**config.mk**
```make
export PLATFORM = sky130hd
export DESIGN_NAME = cache_arbiter_flat
export DESIGN_NICKNAME = d
export VERILOG_FILES = /design/src/rtl/cache_arbiter_if.sv /design/src/rtl/cache_arbiter.sv /design/src/flat_wrapper.sv
export SDC_FILE = /design/constraint.sdc
export NUM_CORES = 1
export LEC_CHECK = 0
export ABC_AREA = 0
export CELL_PAD_IN_SITES_DETAIL_PLACEMENT = 1
export CELL_PAD_IN_SITES_GLOBAL_PLACEMENT = 2
export CORE_AREA = 2 2 546 548
export DETAILED_ROUTE_END_ITERATION = 8
export DIE_AREA = 0 0 548 550
export PLACE_DENSITY_LB_ADDON = 0.1
export SLEW_MARGIN = 10
export SYNTH_ARGS = -nofsm -noshare
export SYNTH_HDL_FRONTEND = slang
export SYNTH_SLANG_ARGS = --single-unit
```
**constraint.sdc**
```tcl
create_clock -name clk -period 1.81 [get_ports clk]
set_input_delay 0.362 -clock clk [delete_from_list [all_inputs] [get_ports clk]]
set_output_delay 0.362 -clock clk [all_outputs]
set_load 0.005 [all_outputs]
```
**src/rtl/cache_arbiter_if.sv**
```systemverilog
// cache_arbiter_if
// Bundles the I-cache, D-cache and memory-side signals of the physical
// memory arbiter.
//   slave  : arbiter view (takes cache requests and memory responses,
//            drives cache responses and the memory request)
//   master : environment view (caches plus memory model)
interface cache_arbiter_if #(
    parameter int s_line = 256,
    parameter int s_addr = 32
);
    logic [s_addr-1:0] i_pmem_address;
    logic              i_pmem_read;
    logic [s_line-1:0] i_pmem_rdata;
    logic              i_pmem_resp;

    logic [s_addr-1:0] d_pmem_address;
    logic              d_pmem_read;
    logic              d_pmem_write;
    logic [s_line-1:0] d_pmem_wdata;
    logic [s_line-1:0] d_pmem_rdata;
    logic              d_pmem_resp;

    logic [s_addr-1:0] mem_address;
    logic              mem_read;
    logic              mem_write;
    logic [s_line-1:0] mem_wdata;
    logic [s_line-1:0] mem_rdata;
    logic              mem_resp;

    modport slave (
        input  i_pmem_address, i_pmem_read,
        input  d_pmem_address, d_pmem_read, d_pmem_write, d_pmem_wdata,
        input  mem_rdata, mem_resp,
        output i_pmem_rdata, i_pmem_resp,
        output d_pmem_rdata, d_pmem_resp,
        output mem_address, mem_read, mem_write, mem_wdata
    );

    modport master (
        output i_pmem_address, i_pmem_read,
        output d_pmem_address, d_pmem_read, d_pmem_write, d_pmem_wdata,
        output mem_rdata, mem_resp,
        input  i_pmem_rdata, i_pmem_resp,
        input  d_pmem_rdata, d_pmem_resp,
        input  mem_address, mem_read, mem_write, mem_wdata
    );
endinterface

```
**src/rtl/cache_arbiter.sv**
```systemverilog
// cache_arbiter
// Shares the single physical-memory burst port between the L1 I-cache and
// the L1 D-cache, one transaction at a time, round-robin on ties.
// Ports:
//   clk  : clock
//   rst  : synchronous active-high reset
//   bus  : cache_arbiter_if.slave (cache request/response + memory port)
//
// state   | meaning
// --------+----------------------------------------------------
// IDLE    | no grant, sampling requests
// GNT_I   | serving the I-cache
// GNT_D   | serving the D-cache
// RECOVER | one dead cycle so the served cache can drop its request
module cache_arbiter #(
    parameter int s_line = 256,
    parameter int s_addr = 32
) (
    input logic            clk,
    input logic            rst,
    cache_arbiter_if.slave bus
);
    typedef enum logic [1:0] {IDLE, GNT_I, GNT_D, RECOVER} state_t;

    state_t            state;
    state_t            state_next;
    logic              last_d;
    logic [s_addr-1:0] addr_q;
    logic [s_line-1:0] wdata_q;
    logic              write_q;
    logic              i_req;
    logic              d_req;
    logic              grant_i;
    logic              grant_d;

    assign i_req = bus.i_pmem_read;
    assign d_req = bus.d_pmem_read | bus.d_pmem_write;

    // Memory side is driven only from the registers captured at grant time,
    // so upstream changes during service cannot disturb the burst.
    assign bus.mem_address  = addr_q;
    assign bus.mem_wdata    = wdata_q;
    assign bus.i_pmem_rdata = bus.mem_rdata;
    assign bus.d_pmem_rdata = bus.mem_rdata;

    always_ff @(posedge clk) begin
        if (rst) begin
            state   <= IDLE;
            last_d  <= 1'b0;
            addr_q  <= '0;
            wdata_q <= '0;
            write_q <= 1'b0;
        end else begin
            state <= state_next;
            if (grant_i) begin
                addr_q  <= bus.i_pmem_address;
                write_q <= 1'b0;
            end
            if (grant_d) begin
                addr_q  <= bus.d_pmem_address;
                wdata_q <= bus.d_pmem_wdata;
                // a simultaneous read+write from the D-cache is a write-back
                write_q <= bus.d_pmem_write;
            end
            if (state == GNT_I && bus.mem_resp) last_d <= 1'b0;
            if (state == GNT_D && bus.mem_resp) last_d <= 1'b1;
        end
    end

    always_comb begin
        state_next      = state;
        grant_i         = 1'b0;
        grant_d         = 1'b0;
        bus.mem_read    = 1'b0;
        bus.mem_write   = 1'b0;
        bus.i_pmem_resp = 1'b0;
        bus.d_pmem_resp = 1'b0;
        case (state)
            IDLE: begin
                // on a tie, the requester not served last wins
                if (i_req && (!d_req || last_d)) begin
                    grant_i    = 1'b1;
                    state_next = GNT_I;
                end else if (d_req) begin
                    grant_d    = 1'b1;
                    state_next = GNT_D;
                end
            end
            GNT_I: begin
                bus.mem_read  = ~write_q;
                bus.mem_write = write_q;
                if (bus.mem_resp) begin
                    bus.i_pmem_resp = 1'b1;
                    state_next      = RECOVER;
                end
            end
            GNT_D: begin
                bus.mem_read  = ~write_q;
                bus.mem_write = write_q;
                if (bus.mem_resp) begin
                    bus.d_pmem_resp = 1'b1;
                    state_next      = RECOVER;
                end
            end
            RECOVER: state_next = IDLE;
            default: state_next = IDLE;
        endcase
    end
endmodule
```
**src/flat_wrapper.sv**
```systemverilog
// flat-port wrapper written by rule: the top's interface ports become plain ports
module cache_arbiter_flat 
#(
    parameter int s_line = 256,
    parameter int s_addr = 32
)
  (clk, rst, bus_i_pmem_address, bus_i_pmem_read, bus_d_pmem_address, bus_d_pmem_read, bus_d_pmem_write, bus_d_pmem_wdata, bus_mem_rdata, bus_mem_resp, bus_i_pmem_rdata, bus_i_pmem_resp, bus_d_pmem_rdata, bus_d_pmem_resp, bus_mem_address, bus_mem_read, bus_mem_write, bus_mem_wdata);
  cache_arbiter_if #(.s_line(s_line), .s_addr(s_addr)) bus_i ();
  input logic clk;
  input logic rst;
  input wire logic [$bits(bus_i.i_pmem_address)-1:0] bus_i_pmem_address;
  input wire logic [$bits(bus_i.i_pmem_read)-1:0] bus_i_pmem_read;
  input wire logic [$bits(bus_i.d_pmem_address)-1:0] bus_d_pmem_address;
  input wire logic [$bits(bus_i.d_pmem_read)-1:0] bus_d_pmem_read;
  input wire logic [$bits(bus_i.d_pmem_write)-1:0] bus_d_pmem_write;
  input wire logic [$bits(bus_i.d_pmem_wdata)-1:0] bus_d_pmem_wdata;
  input wire logic [$bits(bus_i.mem_rdata)-1:0] bus_mem_rdata;
  input wire logic [$bits(bus_i.mem_resp)-1:0] bus_mem_resp;
  output wire logic [$bits(bus_i.i_pmem_rdata)-1:0] bus_i_pmem_rdata;
  output wire logic [$bits(bus_i.i_pmem_resp)-1:0] bus_i_pmem_resp;
  output wire logic [$bits(bus_i.d_pmem_rdata)-1:0] bus_d_pmem_rdata;
  output wire logic [$bits(bus_i.d_pmem_resp)-1:0] bus_d_pmem_resp;
  output wire logic [$bits(bus_i.mem_address)-1:0] bus_mem_address;
  output wire logic [$bits(bus_i.mem_read)-1:0] bus_mem_read;
  output wire logic [$bits(bus_i.mem_write)-1:0] bus_mem_write;
  output wire logic [$bits(bus_i.mem_wdata)-1:0] bus_mem_wdata;
  assign bus_i.i_pmem_address = bus_i_pmem_address;
  assign bus_i.i_pmem_read = bus_i_pmem_read;
  assign bus_i.d_pmem_address = bus_d_pmem_address;
  assign bus_i.d_pmem_read = bus_d_pmem_read;
  assign bus_i.d_pmem_write = bus_d_pmem_write;
  assign bus_i.d_pmem_wdata = bus_d_pmem_wdata;
  assign bus_i.mem_rdata = bus_mem_rdata;
  assign bus_i.mem_resp = bus_mem_resp;
  assign bus_i_pmem_rdata = bus_i.i_pmem_rdata;
  assign bus_i_pmem_resp = bus_i.i_pmem_resp;
  assign bus_d_pmem_rdata = bus_i.d_pmem_rdata;
  assign bus_d_pmem_resp = bus_i.d_pmem_resp;
  assign bus_mem_address = bus_i.mem_address;
  assign bus_mem_read = bus_i.mem_read;
  assign bus_mem_write = bus_i.mem_write;
  assign bus_mem_wdata = bus_i.mem_wdata;
  cache_arbiter #(.s_line(s_line), .s_addr(s_addr)) u_core (.clk(clk), .rst(rst), .bus(bus_i));
endmodule
```
* Word-level counts from Yosys, hierarchy flattened
Cells that the tools add are included.
** Operators by class
- Order comparisons :: 0
- Add/subtract/negate cells :: 0
- Divide/modulo/power cells :: 0
- Multipliers :: 0
- Eq/ne operators :: 5
- Mux-type cells :: 20
- Bitwise logic cells :: 2
- Shifts and indexed selects :: 0
- Reduce and logical (&&, ||, !) cells :: 10
** Operators by type and width (count)
- two-way mux 32 bit :: 2
- two-way mux 1 bit :: 14
- two-way mux 2 bit :: 3
- one-hot mux 2 bit (3 select lines) :: 1
- equality test 2 bit (second input constant) :: 2
- nonzero test 2 bit :: 2
- logical AND 1 bit :: 3
- inequality test 3 x 1 -> 1 bit (second input constant) :: 1
- equality test 2 x 1 -> 1 bit (second input constant) :: 1
- zero test 2 bit :: 1
- inequality test 2 x 1 -> 1 bit (second input constant) :: 1
- AND reduction 2 bit :: 1
- OR reduction 2 bit :: 1
- zero test 1 bit :: 1
- logical OR 1 bit :: 1
- inverter 1 bit :: 1
- bitwise OR 1 bit :: 1
** Storage, ports and cells
- ROM bits :: 0
- Output and inout bits :: 804
- Memories kept :: 0
- Bits in latches :: 0
- Word-level logic and storage cells :: 42
- Register bits after elaboration :: 292
- RAM bits :: 0
- Input port bits :: 582

* Longest topological paths before layout
Gate-level depths: netlist (run 1).
- Depth after elaboration :: 8
- Gate-level depth with buffers :: 10
- Depth with buffers taken out :: 5

* Worst setup path before layout (run 1)
No wires, ideal clock.
- Path kind :: register to register
- Start point :: register u_core.state[0]
- End point :: register u_core.wdata_q[0], in the netlist u_core.bus.mem_wdata[0]
- Data arrival time :: 1.566 ns
- Data required time :: 1.692 ns
- Cell stages (with the launch flop) :: 11
- Buffers on the path :: 5
- Library setup time :: 0.118 ns
- Path slack :: 0.125 ns
- Period minus slack after synthesis :: 1.685 ns
- Path through :: dfxtp_1 inv_1 ha_1 buf_6 o21a_1 buf_6 nor2b_4 buf_6 buf_12 buf_12 mux2i_1
** Between the ends
- Longest elaborated chain between the ends :: 2
** Ends and longest elaborated chain
- from (decl) :: RTL line cache_arbiter.sv:25 : state_t state;
- from (signal assigned) :: RTL line cache_arbiter.sv:54 : state <= state_next;
- zero test 2 bit :: RTL line cache_arbiter.sv:78 : case (state)
- two-way mux 1 bit :: RTL line cache_arbiter.sv:78
- to (signal assigned) :: RTL line cache_arbiter.sv:61 : wdata_q <= bus.d_pmem_wdata;
- to (decl) :: RTL line cache_arbiter.sv:29 : logic [s_line-1:0] wdata_q;
No other way between the ends.
A chain may end at the register's enable or synchronous reset.

* Final worst setup path (run 1)
- Start point :: register u_core.state[1]
- End point :: output port bus_mem_read
** Between the ends
- Longest elaborated chain between the ends :: 3
- Elaborated cells between the ends (all ways) :: 4
- Classes of those cells :: 2 x eq/ne; 1 x mux; 1 x reduce/logical
** Ends and longest elaborated chain
- equality test 2 bit / equality test 2 x 1 -> 1 bit (equally long branches) :: RTL line cache_arbiter.sv:78
- OR reduction 2 bit (no line) *
- two-way mux 1 bit *
- to (decl) :: RTL line flat_wrapper.sv:24 : output wire logic [$bits(bus_i.mem_read)-1:0] bus_mem_read;
Every way passes the cells marked *; elsewhere a longest branch is shown, timed or not.

==> results of run 1 <==
[cell usage after synthesis (all sizes together)]
master  count  area [um2]
nor2b       2       20.02
o211a       1       10.01
a311oi      1       8.760
nand2       5       18.77
o211ai      1       7.510
nand2b    513        3209
buf       550        4432
o21a        1       7.510
o21ai       1       5.000
nor3        1       5.000
o221a      32       360.4
clkbuf     71       266.5
a222oi      1       10.01
a21boi      1       7.510
nor2        2       7.510
ha          3       37.54
or4b        1       10.01
dfxtp     292        5846
mux2i     256        2562
inv         5       18.77
a211oi      1       7.510
and2        3       18.77
a21oi      67       335.3
[what timing repair did]
action	4_1_cts	5_1_grt
resized for setup	702	22
endpoints found under the setup margin	464	104
hold endpoints to repair	5	0
gates cloned	7	10
pin swaps	1	2
hold buffers	1	0
setup buffers	9	8
[per-layer routing]
| layer | vias up | GRT usage (%) | share of wire, % |
|---|---|---|---|
| li1 | 5640 | - | - |
| met1 | 5672 | 6.528 | 37 |
| met2 | 734 | 9.520 | 42 |
| met3 | 279 | 5.033 | 16 |
| met5 | - | 0 | 0.26 |
| met4 | 44 | 2.869 | 4.0 |
[cells in the final DEF, fill, tap and decap left out, types with 4 or more instances in the layout]
cell	instances
sky130_fd_sc_hd__clkdlybuf4s50_1	324
sky130_fd_sc_hd__dfxtp_1	267
sky130_fd_sc_hd__buf_6	10
sky130_fd_sc_hd__diode_2	8
sky130_fd_sc_hd__buf_16	16
sky130_fd_sc_hd__clkbuf_8	12
sky130_fd_sc_hd__buf_2	47
sky130_fd_sc_hd__nand2_1	4
sky130_fd_sc_hd__clkinv_2	6
sky130_fd_sc_hd__dlygate4sd2_1	138
sky130_fd_sc_hd__clkbuf_1	20
sky130_fd_sc_hd__buf_12	24
sky130_fd_sc_hd__dfxtp_2	25
sky130_fd_sc_hd__buf_4	48
sky130_fd_sc_hd__a21oi_1	67
sky130_fd_sc_hd__clkbuf_16	64
sky130_fd_sc_hd__clkdlybuf4s15_1	38
sky130_fd_sc_hd__nand2b_1	513
sky130_fd_sc_hd__clkdlybuf4s15_2	46
sky130_fd_sc_hd__o221a_2	32
sky130_fd_sc_hd__mux2i_1	255
[sequential cells by signal, summed over array words and instances, names as in the netlist]
signal                  cells
u_core.bus.mem_wdata      256
u_core.bus.mem_address     32
u_core.last_d               1
u_core.write_q              1
u_core.state                2
[worst paths after layout]
check             slack (ns)                        end
setup / recovery       -0.14               bus_mem_read
hold / removal          0.22  u_core.bus.mem_wdata[170]
setup reg to reg       -0.02  u_core.bus.mem_wdata[162]
hold reg to reg         0.47  u_core.bus.mem_wdata[179]
[kinds of logic after synthesis]
kind of cell / count (synthesis) / synth area share (%)
AOI/OAI and AO/OA: 107 / 4.413
adders and majority gates: 3 / 0.2181
buffers and inverters: 626 / 27.41
DFF: 292 / 33.96
muxes: 256 / 14.89
and+or+nand+nor: 527 / 19.11
[final cells by class]
class                      count  area, um2  area share (%)
antenna                        8      20.02         0.07543
clock buffer                  87       1617           6.091
clock inverter                10      85.08          0.3206
inverter                       5      18.77         0.07072
multi-input combinational    893       6714           25.30
sequential                   292       5877           22.14
tap                         3939       4928           18.57
timing repair buffer         706       7279           27.43
[stage by stage]
| step | power [mW] | cell area, um2 | setup TNS [ns] | instances | setup slack (ns) |
|---|---|---|---|---|---|
| floorplan | 16.74 | 17210 | 0 | 1811 | 0.1255 |
| detailed placement | 23.61 | 24320 | -119.94 | 5803 | -0.5682 |
| global route | 37.66 | 26520 | -10.55 | 5934 | -0.2596 |
| finish | 34.95 | 26540 | -0.5404 | 5940 | -0.1383 |
| global placement | 23.66 | 24320 | -112.10 | 5803 | -0.5360 |
| CTS | 35.32 | 26120 | -1.216 | 5917 | -0.2959 |
[report_power, final]
part | leakage [nW] | switching [mW] | internal (mW) | total [mW]
clock network | 0.834 | 4.24 | 6.16 | 10.4
registers | 2.42 | 1.15 | 8.41 | 9.56
logic | 6.42 | 7.33 | 7.66 | 15.0
[critical path, cell delays in order, from the launching register on]
cell and delay, ns:
sky130_fd_sc_hd__dfxtp_2 0.34, sky130_fd_sc_hd__inv_2 0.05, sky130_fd_sc_hd__ha_4 0.27, sky130_fd_sc_hd__nor2b_4 0.13, sky130_fd_sc_hd__buf_6 0.12
==> impl_metrics.json, run 1 <==
{
  "power.density_mw_per_mm2": 1317,
  "finalWorstPathRequiredPeriod_ns": 1.948,
  "leak_pwr_nw": 9.677,
  "postSynthAreaPerCell_um2": 9.504,
  "post_synth_instance_area_mm2": 0.01721,
  "final.fill_count": 34600,
  "slew_viol_final": 0,
  "irDropWorstVdd_mv": 0.6911,
  "timing_worst_setup_path_type": "register to primary output",
  "grt_pass1_vias": 13830,
  "place_hpwl_mm": 77.31,
  "drive_above_1_share_pct": 17.66,
  "global_route.overflow_total": 0,
  "io_pins": 1386,
  "detail_route.wirelength_mm": 101.6,
  "cts_made_buffers": 54,
  "route.vias.total": 12370,
  "yosysSeqAreaShare_pct": 33.96,
  "portBuffers": 617,
  "globalRouteTotalUtil_pct": 6.391,
  "initialDrtViolationCount": 336,
  "clock_tree_from_tritoncts": "built",
  "final-setup-viol-count": 6,
  "clock_skew_ns": 0.03426,
  "critical_path_required_ns": 1.45,
  "failed_checks": "setup timing",
  "worst_hold_startpoint": "bus_d_pmem_wdata[170]",
  "outcome": "complete, but fails checks",
  "weighted_congestion_reported_at_the_end_of_routability_driven_placement": 0.6587,
  "crit_start_category": "register",
  "reg2reg_from": "u_core.state[0]",
  "synth_seq_cells": 292,
  "die-area_mm2": 0.3014,
  "worstRegToRegCells": 9,
  "start_util_pct": 5.824,
  "rsz0062_at_grt": "yes",
  "critPathMaxFanout": 3,
  "drcViolationCount": 0,
  "rows": 200,
  "avgViaCountPerCell": 2.082,
  "die_h_um": 550,
  "dr.pass1.iters": 6,
  "syn-instance-count": 1811,
  "floorplan.die.width_um": 548,
  "critical_path.endpoint_type": "primary output",
  "maxCapViolCount": 0,
  "min-delay-path-class": "input pin to register",
  "core-area_mm2": 0.2955,
  "yosysWarningCount": 0,
  "clk_pin_slew_ns": 0.07,
  "tightest_slew_ns": 0.5150,
  "max-clock-path-buffers": 3,
  "synth_nets": 2396,
  "max_freq_mhz": 513.3,
  "fin_nets": 2537,
  "synth.lib_cells_used.distinct": 29,
  "final_core_utilization_pct": 8.980,
  "hold_violations": 0,
  "worstPathArrival_ns": 1.59,
  "hold_path_depth": 3,
  "grt_antenna_before_repair": 43,
  "worst_hold_slack_ns": 0.2185,
  "final_setup_slack_of_the_worst_path_ns": -0.1383,
  "launching_instance_or_port_of_the_critical_path": "u_core.state[1]",
  "synth_to_final_area_change_pct": 54.19,
  "routed_wire_per_std_cell_um": 17.10,
  "slew-limit-headroom_pct": 65.67,
  "worst_skew_pair.late_latency_ns": 0.71,
  "detail-route-antenna-nets": 0,
  "clk_root_buffer_cell": "sky130_fd_sc_hd__clkbuf_16",
  "htreeDepth": 2,
  "clock_sinks": 292,
  "post_route_fraction_of_the_period_consumed_by_the_critical_path_pct": 107.6,
  "grt_first_pass_wirelength_mm": 130.2,
  "grt_start_max_net_pins": 62
}
(Power assumes the default switching activity.)
==> inputs of run 2 (changes only) <==
CORE_AREA = 10 10 538 540   (was 2 2 546 548)
==> impl_metrics.json, run 2 (synthesis gave the netlist of run 1 again) <==
{
  "outcome": "complete, but fails checks",
  "failed_checks": "setup timing",
  "portBuffers": 617,
  "commonest_cells_after_routing_fill_and_taps_aside": "513 x sky130_fd_sc_hd__nand2b_1, 324 x sky130_fd_sc_hd__clkdlybuf4s50_1, 284 x sky130_fd_sc_hd__dfxtp_1",
  "synth_to_final_area_change_pct": 54.70,
  "io_pins": 1386,
  "hold_violations": 0,
  "fin_nets": 2550,
  "tns_ns": -1.243,
  "clock_tree_from_tritoncts": "built",
  "routed_wire_per_std_cell_um": 17.01,
  "rsz0062_at_grt": "yes",
  "crit_path_top_delay_cell": "sky130_fd_sc_hd__dfxtp_2",
  "htreeDepth": 2,
  "largest_register_ffs": 256,
  "avgViaCountPerCell": 2.163,
  "comb_power_share_pct": 43.3,
  "grt_first_pass_wirelength_mm": 129.9,
  "critical_path_required_ns": 1.45,
  "worst_hold_startpoint": "rst",
  "drcViolationCount": 0,
  "globalRouteTotalUtil_pct": 6.182,
  "crit_path_max_incr_delay_ns": 0.33,
  "max_freq_mhz": 515.6,
  "die-area_mm2": 0.3014,
  "max-clock-path-buffers": 3,
  "finalNonFillerCells": 5740,
  "worst_skew_pair.late_latency_ns": 0.67,
  "maxCapViolCount": 0,
  "dr.pass1.iters": 4,
  "clock_skew_ns": 0.03408,
  "place_hpwl_mm": 74.63,
  "layout_commonest_cell": "sky130_fd_sc_hd__nand2b_1",
  "report.power.total_mw": 35.90,
  "post-place-ws_ns": -0.4743,
  "rows": 194,
  "grt_antenna_before_repair": 54,
  "worst_hold_slack_ns": 0.2120,
  "share_seq_of_total_power_pct": 26.5,
  "clk_root_buffer_cell": "sky130_fd_sc_hd__clkbuf_16",
  "numPlacedInstances": 5594,
  "weighted_congestion_reported_at_the_end_of_routability_driven_placement": 0.6662,
  "min-delay-path-class": "input pin to register",
  "route.vias.total": 12420,
  "final.fill_count": 32610,
  "floorplan.die.width_um": 548,
  "cts-hold-fix-buffers": 0,
  "worstPathArrival_ns": 1.58,
  "dpl-instance-area_mm2": 0.02408,
  "leak_pwr_nw": 9.992,
  "detail-route-antenna-nets": 0,
  "share_clk_of_total_power_pct": 30.3,
  "clock_sinks": 292,
  "global_route.overflow_total": 0,
  "core-area_mm2": 0.2784,
  "detail_route.wirelength_mm": 97.65,
  "switchingPower_mw": 12.42,
  "finalWorstPathRequiredPeriod_ns": 1.940,
  "final-setup-viol-count": 53,
  "launching_instance_or_port_of_the_critical_path": "u_core.state[1]",
  "grt_start_max_net_pins": 112,
  "grt_pass1_vias": 14160,
  "slew_viol_final": 0,
  "clk_pin_slew_ns": 0.06,
  "start_util_pct": 6.182,
  "reg2reg_from": "u_core.state[1]",
  "swShare_pct": 34.60,
  "final_area_mm2": 0.02663,
  "crit_path_cell_trace": "inv_2 > ha_4 > and2_4 > buf_6",
  "initialDrtViolationCount": 241,
  "tightest_slew_ns": 0.5000,
  "die_h_um": 550,
  "final_core_utilization_pct": 9.564,
  "post_route_fraction_of_the_period_consumed_by_the_critical_path_pct": 107.2,
  "critical_path.endpoint_type": "primary output",
  "critPathMaxFanout": 3,
  "final_setup_slack_of_the_worst_path_ns": -0.1296,
  "crit_start_category": "register",
  "power.density_mw_per_mm2": 1348,
  "irDropWorstVdd_mv": 0.6229,
  "timing_worst_setup_path_type": "register to primary output",
  "cts_made_buffers": 53,
  "drive_above_1_share_pct": 14.48,
  "slew-limit-headroom_pct": 66.67,
  "power_report.internal_total_mw": 23.48
}
## run 2: worst paths after layout
path | slack [ns] | cells after the start | endpoint
worst max register to register | -0.04 | 9 | u_core.bus.mem_wdata[107]
worst min register to register | 0.47 | 2 | u_core.bus.mem_wdata[67]
worst max-delay path | -0.13 | 4 | bus_mem_write
worst min-delay path | 0.21 | 3 | u_core.last_d
## run 2: power groups by stage
stage          registers [mW]  logic (mW)  clock network [mW]
2_1_floorplan            9.57        7.17                   0
3_3_place_gp             9.68        14.0                   0
3_5_place_dp             9.70        14.0                   0
4_1_cts                  9.59        16.4                11.8
5_1_grt                  9.80        17.1                11.9
6_report                 9.50        15.5                10.9
## run 2: worst max-delay path, delay by kind of cell (launching register included)
kind	cells	cell delay [ns]
adder cells (fa/ha/maj)	1	0.24
flip-flops	1	0.33
AND/OR/NAND/NOR	1	0.16
buffers and inverters	2	0.18
## run 2: area by class of cell
class | count | area, um2 | share of cell area [%]
sequential | 292 | 5858 | 22.00
tap | 3724 | 4659 | 17.50
clock inverter | 9 | 151.4 | 0.5686
antenna | 7 | 17.52 | 0.06579
inverter | 5 | 18.77 | 0.07049
multi-input combinational | 893 | 6734 | 25.29
timing repair buffer | 720 | 7530 | 28.28
clock buffer | 90 | 1658 | 6.226
## run 2: per-layer routing
metal | up-vias | routed length, um | global-route usage, %
met5 | - | 425 | 0
met4 | 66 | 3785 | 2.272
met3 | 312 | 15260 | 4.806
met2 | 659 | 40270 | 9.104
met1 | 5714 | 37910 | 6.673
li1 | 5664 | - | -
## run 2: what timing repair did
action                                 4_1_cts  5_1_grt
gates resized for setup                    569       24
endpoints found under the hold margin        0        0
setup buffers                               30        6
setup endpoints to repair                  544      200
pin swaps                                    2        1
gates cloned                                14        1
==> inputs of run 3 (changes only) <==
CORE_AREA = 10 10 537 539   (was 10 10 538 540)
DIE_AREA = 0 0 547 549   (was 0 0 548 550)
clock period = 2.1 ns   (was 1.81 ns; I/O delays follow)
==> impl_metrics.json, run 3 (synthesis gave the netlist of run 1 again) <==
{
  "outcome": "finished clean",
  "post_route_fraction_of_the_period_consumed_by_the_critical_path_pct": 95.55,
  "portBuffers": 617,
  "clock_skew_ns": 0.01263,
  "detail_route.wirelength_mm": 99.32,
  "finalWorstPathRequiredPeriod_ns": 2.006,
  "final_setup_slack_of_the_worst_path_ns": 0.09350,
  "fin_nets": 2506,
  "worstPathArrival_ns": 1.59,
  "crit_start_category": "register",
  "drive_above_1_share_pct": 10.14,
  "worst_hold_startpoint": "rst",
  "share_clk_of_total_power_pct": 33.1,
  "slew_viol_final": 0,
  "irDropWorstVdd_mv": 0.5647,
  "hold_violations": 0,
  "avgViaCountPerCell": 2.162,
  "ff_latch_area_mm2": 0.005852,
  "multi_input_comb_area_mm2": 0.006675,
  "maxCapViolCount": 0,
  "cts_made_buffers": 53,
  "route.vias.total": 12310,
  "power_report.internal_total_mw": 18.62,
  "floorplan.die.width_um": 547,
  "die-area_mm2": 0.3003,
  "max_freq_mhz": 498.4,
  "power.density_mw_per_mm2": 1113,
  "clock_tree_from_tritoncts": "built",
  "slew-limit-headroom_pct": 67.36,
  "postCtsSetupBuffers": 0,
  "switchingPower_mw": 10.17,
  "largest_register_ffs": 256,
  "clk_root_buffer_cell": "sky130_fd_sc_hd__clkbuf_16",
  "critPathMaxFanout": 3,
  "timing_worst_setup_path_type": "register to primary output",
  "worst_skew_pair.late_latency_ns": 0.66,
  "post-place-ws_ns": -0.2584,
  "core-area_mm2": 0.2779,
  "dpl-instance-area_mm2": 0.02415,
  "clk_pin_slew_ns": 0.05,
  "final.fill_count": 32450,
  "weighted_congestion_reported_at_the_end_of_routability_driven_placement": 0.6858,
  "critical_path.endpoint_type": "primary output",
  "report.power.total_mw": 28.78,
  "synth_to_final_area_change_pct": 50.23,
  "clock_sinks": 292,
  "layout_commonest_cell": "sky130_fd_sc_hd__nand2b_1",
  "io_pins": 1386,
  "tightest_slew_ns": 0.4916,
  "final-setup-viol-count": 0,
  "final_core_utilization_pct": 9.304,
  "detail-route-antenna-nets": 0,
  "globalRouteTotalUtil_pct": 6.347,
  "grt_first_pass_wirelength_mm": 131.9,
  "drcViolationCount": 0,
  "initialDrtViolationCount": 363,
  "swShare_pct": 35.32,
  "rows": 194,
  "grt_start_max_net_pins": 75,
  "final_area_mm2": 0.02586,
  "critical_path_required_ns": 1.68,
  "comb_power_share_pct": 38.4,
  "grt_antenna_before_repair": 60,
  "reg2reg_from": "u_core.state[0]",
  "routed_wire_per_std_cell_um": 17.44,
  "dr.pass1.iters": 6,
  "grt_pass1_vias": 14110,
  "place_hpwl_mm": 79.48,
  "global_route.overflow_total": 0,
  "commonest_cells_after_routing_fill_and_taps_aside": "513 x sky130_fd_sc_hd__nand2b_1, 430 x sky130_fd_sc_hd__clkdlybuf4s50_1, 287 x sky130_fd_sc_hd__dfxtp_1",
  "rsz0062_at_grt": "yes",
  "min-delay-path-class": "input pin to register",
  "max-clock-path-buffers": 3,
  "start_util_pct": 6.193,
  "share_seq_of_total_power_pct": 28.5,
  "htreeDepth": 2,
  "leak_pwr_nw": 9.471,
  "die_h_um": 549,
  "launching_instance_or_port_of_the_critical_path": "u_core.state[1]"
}
==> run 3: worst paths after layout <==
kind         slack, ns  cells past startpoint                         to
max               0.09                      4               bus_mem_read
min               0.16                      3  u_core.bus.mem_wdata[116]
max reg2reg       0.16                      7  u_core.bus.mem_wdata[127]
min reg2reg       0.47                      2  u_core.bus.mem_wdata[110]
==> run 3: routing by layer <==
metal	up-vias	share of wire, %	global-route usage, %
met2	723	42	9.459
met4	58	4.5	2.569
li1	5575	-	-
met3	324	16	5.157
met5	-	0.40	0
met1	5634	37	6.529
==> run 3: critical path, stage by stage, from the launching register on <==
cell and delay (ns):
sky130_fd_sc_hd__dfxtp_2 0.35, sky130_fd_sc_hd__inv_2 0.05, sky130_fd_sc_hd__ha_4 0.28, sky130_fd_sc_hd__nor2b_4 0.14
sky130_fd_sc_hd__buf_6 0.11
==> run 3: cell type report <==
type / count / share of cell area, %
Timing Repair Buffer: 676 / 26.26
Multi-Input combinational cell: 893 / 25.82
Sequential cell: 292 / 22.63
Tap cell: 3724 / 18.02
Clock buffer: 83 / 6.426
Clock inverter: 13 / 0.6823
Antenna cell: 10 / 0.09678
Inverter: 5 / 0.07258
==> run 3: power by group through the flow <==
stage	registers, mW	clock network, mW	logic (mW)
2_1_floorplan	8.25	0	6.18
3_3_place_gp	8.37	0	12.2
3_5_place_dp	8.37	0	12.2
4_1_cts	8.28	10.3	11.7
5_1_grt	8.47	10.4	12.2
6_report	8.21	9.53	11.1
==> run 3: what timing repair did <==
item                                    in CTS  in global routing
pin swaps                                    2                  1
resized for setup                          212                 13
endpoints found under the hold margin        0                  0
hold buffers                                 0                  0
endpoints found under the setup margin     204                 15
==> run 3: metrics by stage <==
| stage | cells | hold WS (ns) | TNS [ns] |
|---|---|---|---|
| after global placement | 5590 | 0.4605 | -41.40 |
| final | 5696 | 0.1576 | 0 |
| after CTS | 5686 | 0.03911 | -0.06948 |
| after detailed placement | 5590 | 0.4633 | -38.24 |
| after floorplan | 1811 | 0.4604 | 0 |
| after global routing | 5689 | 0.1094 | -0.07102 |
